===== src/rtl/booth_mult_if.sv =====
// Start/done handshake and operand/product bus between the control unit and booth_mult.
interface booth_mult_if;
  logic        start;
  logic [31:0] a;
  logic [31:0] b;
  logic        busy;
  logic        done;
  logic [31:0] hi;
  logic [31:0] lo;

  modport master (
    output start,
    output a,
    output b,
    input  busy,
    input  done,
    input  hi,
    input  lo
  );

  modport slave (
    input  start,
    input  a,
    input  b,
    output busy,
    output done,
    output hi,
    output lo
  );
endinterface


===== src/rtl/booth_mult.sv =====
// Sequential 32x32 signed radix-2 Booth multiplier, one recoding step per clock.
// Produces the full 64-bit product for the HI/LO registers.
module booth_mult (
  input  logic         clk,
  input  logic         reset,
  booth_mult_if.slave  bus
);

  localparam logic [1:0] StIdle = 2'd0;
  localparam logic [1:0] StCalc = 2'd1;
  localparam logic [1:0] StDone = 2'd2;

  logic [1:0]  state_q, state_d;
  logic [32:0] m_q, m_d;
  logic [32:0] acc_q, acc_d;
  logic [31:0] q_q, q_d;
  logic        q1_q, q1_d;
  logic [5:0]  cnt_q, cnt_d;
  logic [31:0] hi_q, hi_d;
  logic [31:0] lo_q, lo_d;
  logic [32:0] sum;

  // 33-bit accumulator keeps A-M exact when the multiplicand is -2^31.
  always_comb begin
    unique case ({q_q[0], q1_q})
      2'b01:   sum = acc_q + m_q;
      2'b10:   sum = acc_q - m_q;
      default: sum = acc_q;
    endcase
  end

  always_comb begin
    state_d = state_q;
    m_d     = m_q;
    acc_d   = acc_q;
    q_d     = q_q;
    q1_d    = q1_q;
    cnt_d   = cnt_q;
    hi_d    = hi_q;
    lo_d    = lo_q;
    case (state_q)
      StIdle: begin
        if (bus.start) begin
          m_d     = {bus.a[31], bus.a};
          acc_d   = '0;
          q_d     = bus.b;
          q1_d    = 1'b0;
          cnt_d   = 6'd32;
          state_d = StCalc;
        end
      end
      StCalc: begin
        // Arithmetic right shift of {A,Q,q_1}, replicating the accumulator sign.
        acc_d = {sum[32], sum[32:1]};
        q_d   = {sum[0], q_q[31:1]};
        q1_d  = q_q[0];
        cnt_d = cnt_q - 6'd1;
        if (cnt_q == 6'd1) begin
          hi_d    = acc_d[31:0];
          lo_d    = q_d;
          state_d = StDone;
        end
      end
      StDone: begin
        state_d = StIdle;
      end
      default: begin
        state_d = StIdle;
      end
    endcase
  end

  always_ff @(posedge clk or negedge reset) begin
    if (!reset) begin
      state_q <= StIdle;
      m_q     <= '0;
      acc_q   <= '0;
      q_q     <= '0;
      q1_q    <= 1'b0;
      cnt_q   <= '0;
      hi_q    <= '0;
      lo_q    <= '0;
    end else begin
      state_q <= state_d;
      m_q     <= m_d;
      acc_q   <= acc_d;
      q_q     <= q_d;
      q1_q    <= q1_d;
      cnt_q   <= cnt_d;
      hi_q    <= hi_d;
      lo_q    <= lo_d;
    end
  end

  assign bus.busy = (state_q == StCalc);
  assign bus.done = (state_q == StDone);
  assign bus.hi   = hi_q;
  assign bus.lo   = lo_q;

endmodule


===== src/flat_wrapper.sv =====
// flat-port wrapper written by rule: the top's interface ports become plain ports
module booth_mult_flat 
  (clk, reset, bus_start, bus_a, bus_b, bus_busy, bus_done, bus_hi, bus_lo);
  booth_mult_if bus_i ();
  input  logic clk;
  input  logic reset;
  input wire logic [$bits(bus_i.start)-1:0] bus_start;
  input wire logic [$bits(bus_i.a)-1:0] bus_a;
  input wire logic [$bits(bus_i.b)-1:0] bus_b;
  output wire logic [$bits(bus_i.busy)-1:0] bus_busy;
  output wire logic [$bits(bus_i.done)-1:0] bus_done;
  output wire logic [$bits(bus_i.hi)-1:0] bus_hi;
  output wire logic [$bits(bus_i.lo)-1:0] bus_lo;
  assign bus_i.start = bus_start;
  assign bus_i.a = bus_a;
  assign bus_i.b = bus_b;
  assign bus_busy = bus_i.busy;
  assign bus_done = bus_i.done;
  assign bus_hi = bus_i.hi;
  assign bus_lo = bus_i.lo;
  booth_mult u_core (.clk(clk), .reset(reset), .bus(bus_i));
endmodule

===== config.mk =====
export PLATFORM = sky130hd
export DESIGN_NAME = booth_mult_flat
export DESIGN_NICKNAME = d
export VERILOG_FILES = /design/src/rtl/booth_mult_if.sv /design/src/rtl/booth_mult.sv /design/src/flat_wrapper.sv
export SDC_FILE = /design/constraint.sdc
export NUM_CORES = 1
export LEC_CHECK = 0
export CORE_ASPECT_RATIO = 0.7
export CORE_UTILIZATION = 30
export CTS_CLUSTER_SIZE = 24
export DETAILED_ROUTE_END_ITERATION = 8
export GPL_TIMING_DRIVEN = 0
export SLEW_MARGIN = 20
export SYNTH_ARGS = -nofsm -noshare
export SYNTH_HDL_FRONTEND = slang
export SYNTH_SLANG_ARGS = --single-unit

===== constraint.sdc =====
create_clock -name clk -period 11.1 [get_ports clk]
set_input_delay 1.665 -clock clk [delete_from_list [all_inputs] [get_ports clk]]
set_output_delay 1.665 -clock clk [all_outputs]
set_load 0.05 [all_outputs]

==> Yosys cells after proc, flatten, opt, wreduce, memory -nomap -nowiden <==
Cells that the tools add are included.
{ "word_totals": {"wordCells": 36, "register_bits": 170, "out_inout_bits": 66} }
{ "classes": {"add_sub_neg": 3, "eq_ne": 7, "n_reduce_logical": 6, "mux": 12} }
{ "ops": {"columns": ["cell", "n"], "rows": [
  ["$pmux 33 s2", 2],
  ["$pmux 32 s2", 1],
  ["$add 33x33->33", 1],
  ["$mux 33", 1],
  ["$sub 33x33->33", 1],
  ["$mux 32", 1],
  ["$pmux 6 s2", 1],
  ["$reduce_and 2->1", 4],
  ["$eq 6x1->1 const B", 1],
  ["$mux 6", 1],
  ["$sub 6x1->6 const B", 1],
  ["$eq 2x1->1 const B", 2],
  ["$eq 2x2->1 const B", 2],
  ["$mux 2", 2],
  ["$pmux 2 s2", 1],
  ["$logic_not 2->1", 1],
  ["$ne 2x1->1 const B", 1],
  ["$ne 2x2->1 const B", 1],
  ["$pmux 1 s2", 1],
  ["$reduce_bool 2->1", 1],
  ["$mux 1", 1]
]} }

==> Depth between registers and ports, before layout <==
Gate-level depths: netlist (run 1).
{ "logic_depth": {"depth_word": 3, "depth_mapped": 18} }

==> Worst setup path after synthesis (run 1) <==
OpenSTA, ideal clock, no wires.
{ "synth_path": {"kind": "reg-to-reg", "startpoint": "reg u_core.m_q[3]", "endpoint": "reg u_core.acc_q[31]", "arrival_ns": 4.010, "slack_ns": 7.007, "setup_time_ns": 0.083, "stages_incl_launch_ff": 17, "required_time_ns": 11.017, "period_less_slack_ns": 4.093, "cell_sequence": "dfrtp_1 > or3_1 > nor4_1 > nand3b_1 > nor2_1 > and3_1 > a21oi_1 > xnor2_1 > ha_1 > clkbuf_1 > nand3_1 > or3_1 > o31ai_1 > o2111ai_1 > o311a_2 > or3_1 > o21ai_0"} }
{ "synth_between": {"elab_chain_cells": 3, "word_cells_on_any_way": 4} }
{ "synth_lines": {"columns": ["element", "line_no", "text"], "rows": [
  ["start, declared", "booth_mult.sv:14", "logic [32:0] m_q, m_d;"],
  ["start signal, assigned", "booth_mult.sv:85", "m_q <= m_d;"],
  ["$sub 33x33->33 / $add 33x33->33 (equally long branches)", "booth_mult.sv:27, booth_mult.sv:26", null],
  ["$pmux 33 s2 (*)", "booth_mult.sv:25", "unique case ({q_q[0], q1_q})"],
  ["$pmux 33 s2 (*)", "booth_mult.sv:41", "case (state_q)"],
  ["end signal, assigned", "booth_mult.sv:77", "acc_q <= '0;"],
  ["end signal, assigned", "booth_mult.sv:86", "acc_q <= acc_d;"],
  ["end, declared", "booth_mult.sv:15", "logic [32:0] acc_q, acc_d;"]
]} }
Every way passes the cells marked *; elsewhere a longest branch is shown, timed or not.
A chain may end at the register's enable or synchronous reset.

==> Worst setup path after layout (run 1) <==
{ "layout_path": {"startpoint": "reg u_core.m_q[3]", "endpoint": "reg u_core.hi_q[28] (netlist: u_core.bus.hi[28])"} }
{ "layout_between": {"elab_chain_cells": 2, "word_cells_on_any_way": 3} }
{ "layout_lines": {"columns": ["element", "line_no", "text"], "rows": [
  ["$sub 33x33->33 / $add 33x33->33 (equally long branches)", "booth_mult.sv:27, booth_mult.sv:26", null],
  ["$pmux 33 s2 (*)", "booth_mult.sv:25", null],
  ["end signal, assigned", "booth_mult.sv:90", "hi_q <= hi_d;"],
  ["end, declared", "booth_mult.sv:19", "logic [31:0] hi_q, hi_d;"]
]} }
Marked as above.

==> impl_metrics.csv, run 1 <==
group,metric,value,unit
run_status,status,"complete, no violations",
route,drt_iter0_markers,711,
sta,fin_crit,5.06,ns
worst_setup_path,end_kind,"flip-flop",
logic_synthesis,synthTopCellsByArea,"dfrtp_1 (44%), nand2_1 (10%), o21ai_0 (5.1%)",
place,gp_routability_congestion,0.912,
logic_synthesis,synth_seq_cells,169,
finish,drive_above_1_share,4.86,%
worst_setup_path,max_stage_delay,0.49,ns
cts,cts_buffers,17,
finish,final_nets,1366,
logic_synthesis,async_flop_share,100,%
worst_setup_path,r2r_cells,17,
route,viasPerCell,5.07,
finish,areaGrowthSynthToFinish,26.5,%
logic_synthesis,ys_warn_count,0,
logic_synthesis,seq_area_frac_synth,44.2,%
sta,worst_pin_slew,0.985,ns
sta,skew,0.0122,ns
floorplanning,die_h,151,um
sta,finalCritPeriodShare,45.6,%
cts,cts-hold-fix-buffers,0,
cts,cts.path.max_buffers,2,
route,route.antenna.remaining_nets,0,
route,routed_wl,30.8,mm
cts,root_buffer,"clkbuf_16",
worst_setup_path,worstReg2RegStart,"u_core.m_q[3]",
flow_run,drv_cap,0,
floorplanning,core_area,0.0313,mm^2
finish,final_cells,1695,
cts,htree_num_levels,4,
logic_synthesis,synth_edf_count,0,
worst_setup_path,cp.arrival,5.38,ns
cts,cts_setup_buffers,0,
cts,path_clk_slew,0.08,ns
logic_synthesis,synth_cell_types,62,
route,dr.pass1.iters,6,
grt,top_usage_layer,"met1",
floorplanning,dieWidth,216,um
logic_synthesis,synthFlopType,"dfrtp_1",
worst_setup_path,crit_chain,"or3_1, nor4_1, nand3b_1, nor2_1, and3_1, a21oi_1, xnor2_1, ha_1, clkbuf_1, nand3_1, nor2_1, nand2_1, nor3_1, a211oi_1, o21ai_0, mux2i_1, nand3_1",
route,drc,0,
cts,cts.sinks,169,
grt,grt_pass1_vias,8119,
grt,grt_max_degree,67,
logic_synthesis,netlist_area,0.00957,mm^2
sta,hold_viol,0,
logic_synthesis,syn_avg_cell_area,8.63,um^2
grt,grt_util_all_layers,19.2,%
floorplanning,dieArea,0.0326,mm^2
worst_setup_path,r2r-end,"u_core.bus.hi[28]",
worst_hold_path,min_delay_path_depth,2,
sta,setup_tns,0,ns
grt,grt.met2_usage,24.8,%
cts,tritoncts,"yes",
worst_setup_path,reg2reg_slack,6.04,ns
cts,cts_resized,0,
sta,setup_viol,0,
worst_setup_path,worstPathRequired,11.42,ns
cts,clkLatencyLatePin,0.44,ns
grt,gr-usage-met3,3.95,%
grt,grt-ovfl-total,0,
floorplanning,pin_count,133,
route,route.detailed.wl_per_inst,18.1,um
floorplanning,start_util,30.6,%
place,detailed_place_hpwl,23.6,mm
worst_setup_path,cp-start-kind,"flip-flop",
worst_hold_path,min_from,"u_core.bus.lo[15]",
logic_synthesis,synth.largest_area_cell,"dfrtp_1",
worst_setup_path,crit_fanout,10,
logic_synthesis,synth_nets,1213,
worst_hold_path,holdPathEnd,"u_core.bus.lo[15]",
worst_setup_path,crit_slowest_cell,"or3_1",
grt,grt_pass1_wl,47.7,mm
logic_synthesis,syn_inst,1109,
sta,relSlewSlack,33.5,%
place,dp.cells,1663,
logic_synthesis,yosysTopAreaCellShare,44.2,%
route,via_count,8594,
worst_setup_path,crit_type,"flip-flop to flip-flop",
grt,use_met1,30.9,%
finish,antenna_cells,0,
sta,rsz0062_at_grt,"no",
sta,max_freq,198,MHz
grt,antenna_found_initial,1,
sta,drv_slew,0,
place,io_buffers,132,
floorplanning,rows,54,
worst_hold_path,hp-class,"flip-flop to flip-flop",
[critical path: cells and delay by family, from the launching register on]
kind,cells,cell delay [ns]
simple gates,10,2.68
buf+inv,1,0.37
flops,1,0.42
xor+xnor,1,0.18
mux,1,0.27
fa+ha+maj,1,0.28
compound gates,3,0.73
[per-layer routing]
layer | wire length [um] | vias up
met1 | 16800 | 4148
li1 | - | 4162
met5 | 0 | -
met3 | 1920 | 22
met4 | 452 | 0
met2 | 11600 | 262
[state kept, by name (all words and copies together), names as in the netlist]
register and count:
u_core.bus.lo 32, u_core.m_q 32, u_core.acc_q 32, u_core.state_q 2, u_core.bus.hi 32, u_core.q1_q 1, u_core.cnt_q 6, u_core.q_q 32
[synthesized netlist by cell type, types with 5 or more instances]
| library cell | count |
|---|---|
| a21boi_0 | 5 |
| nand4_1 | 8 |
| nand3_1 | 18 |
| o31ai_1 | 8 |
| o21bai_1 | 7 |
| xnor2_1 | 48 |
| nor3_1 | 21 |
| nor2_1 | 45 |
| a22o_1 | 19 |
| a31oi_1 | 7 |
| a21oi_1 | 85 |
| dfrtp_1 | 169 |
| o21ai_0 | 97 |
| nor2b_1 | 40 |
| a211oi_1 | 6 |
| inv_1 | 30 |
| a22oi_1 | 31 |
| mux2_2 | 13 |
| xor2_1 | 7 |
| nand2_1 | 256 |
| or3_1 | 7 |
| mux2i_1 | 11 |
| a21o_1 | 7 |
| nand2b_1 | 11 |
| ha_1 | 36 |
| clkbuf_1 | 58 |
[layout make-up]
class | count | area (um^2)
repair buffers | 134 | 1380
clock inverters | 12 | 163
inverters | 32 | 120
multi-input cells | 845 | 4980
fillers | 3161 | 19200
well taps | 420 | 526
clock buffers | 20 | 467
flip-flops and latches | 169 | 4230
plain buffers | 63 | 239
[per-stage QoR]
stage                     instance area (um^2)  worst slack (ns)  hold slack, ns  util [%]
after floorplan                           9570              7.01           0.446         -
after global placement                   11400              1.09           0.460      36.5
after detailed placement                 11500              6.15           0.462      36.7
after CTS                                12100              6.12           0.481      38.7
after global routing                     12100              5.69           0.504      38.7
final                                    12100              6.04           0.476      38.7
[cells by family (layout without fill, tap and decap cells)]
group	count (synthesis)	after routing	synth area share, %
multiplexers	24	24	2.68
XOR/XNOR	55	55	5.03
buffers and inverters	95	261	3.75
flip-flops	169	169	44.2
adder cells (fa/ha/maj)	37	37	4.91
AO/OA/AOI/OAI	297	297	19.0
AND/OR/NAND/NOR	432	432	20.4
[how the worst max path moves through the flow]
stage,startpoint,end,cells past startpoint
floorplan,u_core.m_q[3],u_core.acc_q[31],16
detailed placement,u_core.m_q[3],u_core.bus.hi[28],17
CTS,u_core.m_q[3],u_core.bus.hi[28],17
global route,u_core.m_q[3],u_core.bus.hi[28],17
global placement,reset,u_core.m_q[7],1
finish,u_core.m_q[3],u_core.bus.hi[28],17
[cells in the final DEF (no fill, tap or decap), types with 30 or more instances in the layout]
cell / Yosys / final
a21oi_1: 85 / 85
a22oi_1: 31 / 31
clkbuf_1: 58 / 58
clkdlybuf4s50_1: 0 / 131
dfrtp_1: 169 / 169
ha_1: 36 / 36
inv_1: 30 / 30
nand2_1: 256 / 256
nor2_1: 45 / 45
nor2b_1: 40 / 40
o21ai_0: 97 / 97
xnor2_1: 48 / 48
Power of run 1 is not shown: default switching activity piles up to over one toggle a cycle in this logic, so the estimate is an artifact.
==> run 2: changes to the inputs <==
==> constraint.sdc (replaced) <==
create_clock -name clk -period 4.4 [get_ports clk]
set_input_delay 0.66 -clock clk [delete_from_list [all_inputs] [get_ports clk]]
set_output_delay 0.66 -clock clk [all_outputs]
set_load 0.05 [all_outputs]
==> run 2 against run 1 <==
Net effect: global-route usage barely moved; critical path depth fell by 1; register-to-register slack got worse by 5.9 ns; maximum frequency rose by 17%; flip-flop and latch count did not move; sequential share of layout area fell by 0.54 points; hold slack got worse by 0.37 ns; clock skew rose by 0.0011 ns; cell count barely moved; core utilization rose by 0.60 points; critical endpoint is now u_core.bus.hi[23]; highest routed layer unchanged.
==> impl_metrics.csv, run 2 (synthesis results as in run 1) <==
group,metric,value,unit
finish,nFillCells,3140,
sta,skew,0.0133,ns
worst_setup_path,reg2reg_slack,0.09,ns
place,dp.cells,1663,
finish,drive_above_1_share,7.54,%
floorplanning,rows,54,
grt,grt_pass1_vias,8126,
grt,grt_max_degree,67,
route,routed_wl,31.0,mm
cts,cts.sinks,169,
sta,max_freq,232,MHz
route,via_count,8605,
grt,grt-ovfl-total,0,
route,drc,0,
sta,drv_slew,0,
cts,htree_num_levels,4,
cts,root_buffer,"clkbuf_16",
flow_run,drv_cap,0,
cts,cts_buffers,17,
grt,antenna_found_initial,0,
floorplanning,pin_count,133,
floorplanning,dieWidth,216,um
route,drt_iter0_markers,726,
worst_setup_path,cp-start-kind,"flip-flop",
finish,final_cells,1694,
worst_setup_path,endpoint,"u_core.bus.hi[23]",
finish,areaGrowthSynthToFinish,28.5,%
floorplanning,die_h,151,um
route,highest_layer,"met4",
route,wl_met2,11.8,mm
cts,clkLatencyLatePin,0.44,ns
finish,most-common-layout-cells,"nand2_1 (256), dfrtp_1 (169), clkdlybuf4s50_1 (131)",
cts,cts.path.max_buffers,2,
route,wl_met3,2.03,mm
run_status,status,"complete, no violations",
floorplanning,core_area,0.0313,mm^2
grt,grt_pass1_wl,47.8,mm
cts,tritoncts,"yes",
sta,finalCritPeriodShare,97.9,%
place,pre_cts_ws,-0.551,ns
worst_setup_path,crit_fanout,5,
worst_setup_path,worstReg2RegStart,"u_core.m_q[3]",
finish,layout_commonest_cell,"nand2_1",
route,wl_met1,16.7,mm
route,viasPerCell,5.08,
worst_setup_path,worstPathRequired,4.72,ns
finish,antenna_cells,0,
worst_setup_path,r2r_cells,16,
sta,relSlewSlack,45.8,%
worst_setup_path,cp.arrival,4.63,ns
sta,setup_viol,0,
sta,setup_ws,0.0907,ns
route,route.antenna.remaining_nets,0,
cts,path_clk_slew,0.08,ns
sta,worst_pin_slew,0.811,ns
worst_setup_path,r2r-end,"u_core.bus.hi[23]",
worst_setup_path,crit_type,"flip-flop to flip-flop",
worst_hold_path,hp-class,"input port to async pin",
sta,hold_viol,0,
worst_setup_path,crit_start,"u_core.m_q[3]",
grt,grt_util_all_layers,19.2,%
finish,utilization,39.3,%
floorplanning,dieArea,0.0326,mm^2
finish,final_nets,1365,
worst_setup_path,end_kind,"flip-flop",
sta,fin_crit,4.31,ns
sta,setup_tns,0,ns
route,dr.pass1.iters,5,
route,route.detailed.wl_per_inst,18.3,um
place,io_buffers,132,
floorplanning,start_util,30.6,%
place,detailed_place_hpwl,23.6,mm
place,gp_routability_congestion,0.912,
-- run 2: changes by cell type in the layout (fill, tap and decap cells not counted), sizes merged --
cell | previous run | this run
clkbuf | 79 | 74
buf | 7 | 11
-- run 2: worst min path at each step --
stage,start,end,slack (ns),cells after the start
floorplan,reset,u_core.acc_q[0],0.36,0
global placement,u_core.bus.lo[1],u_core.bus.lo[1],0.46,2
detailed placement,u_core.bus.lo[15],u_core.bus.lo[15],0.46,2
CTS,reset,u_core.bus.lo[16],0.1,1
global route,reset,u_core.bus.lo[23],0.12,1
finish,reset,u_core.bus.lo[16],0.10,1
-- run 2: worst max-delay path, stage by stage (launching register included) --
cell,delay [ns]
dfrtp_1,0.45
or3_4,0.47
nor4_4,0.22
nand3b_1,0.21
nor2_1,0.13
nor2_1,0.06
xnor2_1,0.17
ha_2,0.39
nand3_1,0.11
or2_2,0.30
a2111o_1,0.35
and3_1,0.18
or2_2,0.37
o21ai_1,0.18
xnor2_1,0.14
o21ai_0,0.14
mux2_2,0.32
-- run 2: layout make-up --
cell class                 instances  area [um^2]  share of cell area (%)
multi-input combinational        845         5160                    41.9
inverter                          32          120                   0.977
timing repair buffer             138         1410                    11.5
sequential                       169         4230                    34.4
clock inverter                    12          163                    1.32
tap                              420          526                    4.27
clock buffer                      20          467                    3.79
buffer                            58          224                    1.82
-- run 2: routing by layer --
metal	vias up	global-route usage, %
li1	4161	-
met1	4164	30.9
met5	-	0
met3	25	3.91
met2	255	24.8
met4	0	5.67
-- run 2: through the flow --
step | area, um^2 | hold slack (ns)
after floorplan | 9570 | 0.364
after global placement | 11400 | 0.460
after detailed placement | 11500 | 0.462
after CTS | 12100 | 0.0973
after global routing | 12300 | 0.117
final | 12300 | 0.102
-- run 2: repair_timing --
action / in CTS / in global routing
resized for setup: 16 / 27
hold buffers: 0 / 0
endpoints found under the setup margin: 30 / 32
pin swaps: 0 / 3
buffers inserted: 0 / 4
Power of run 2 is left out for the same reason.
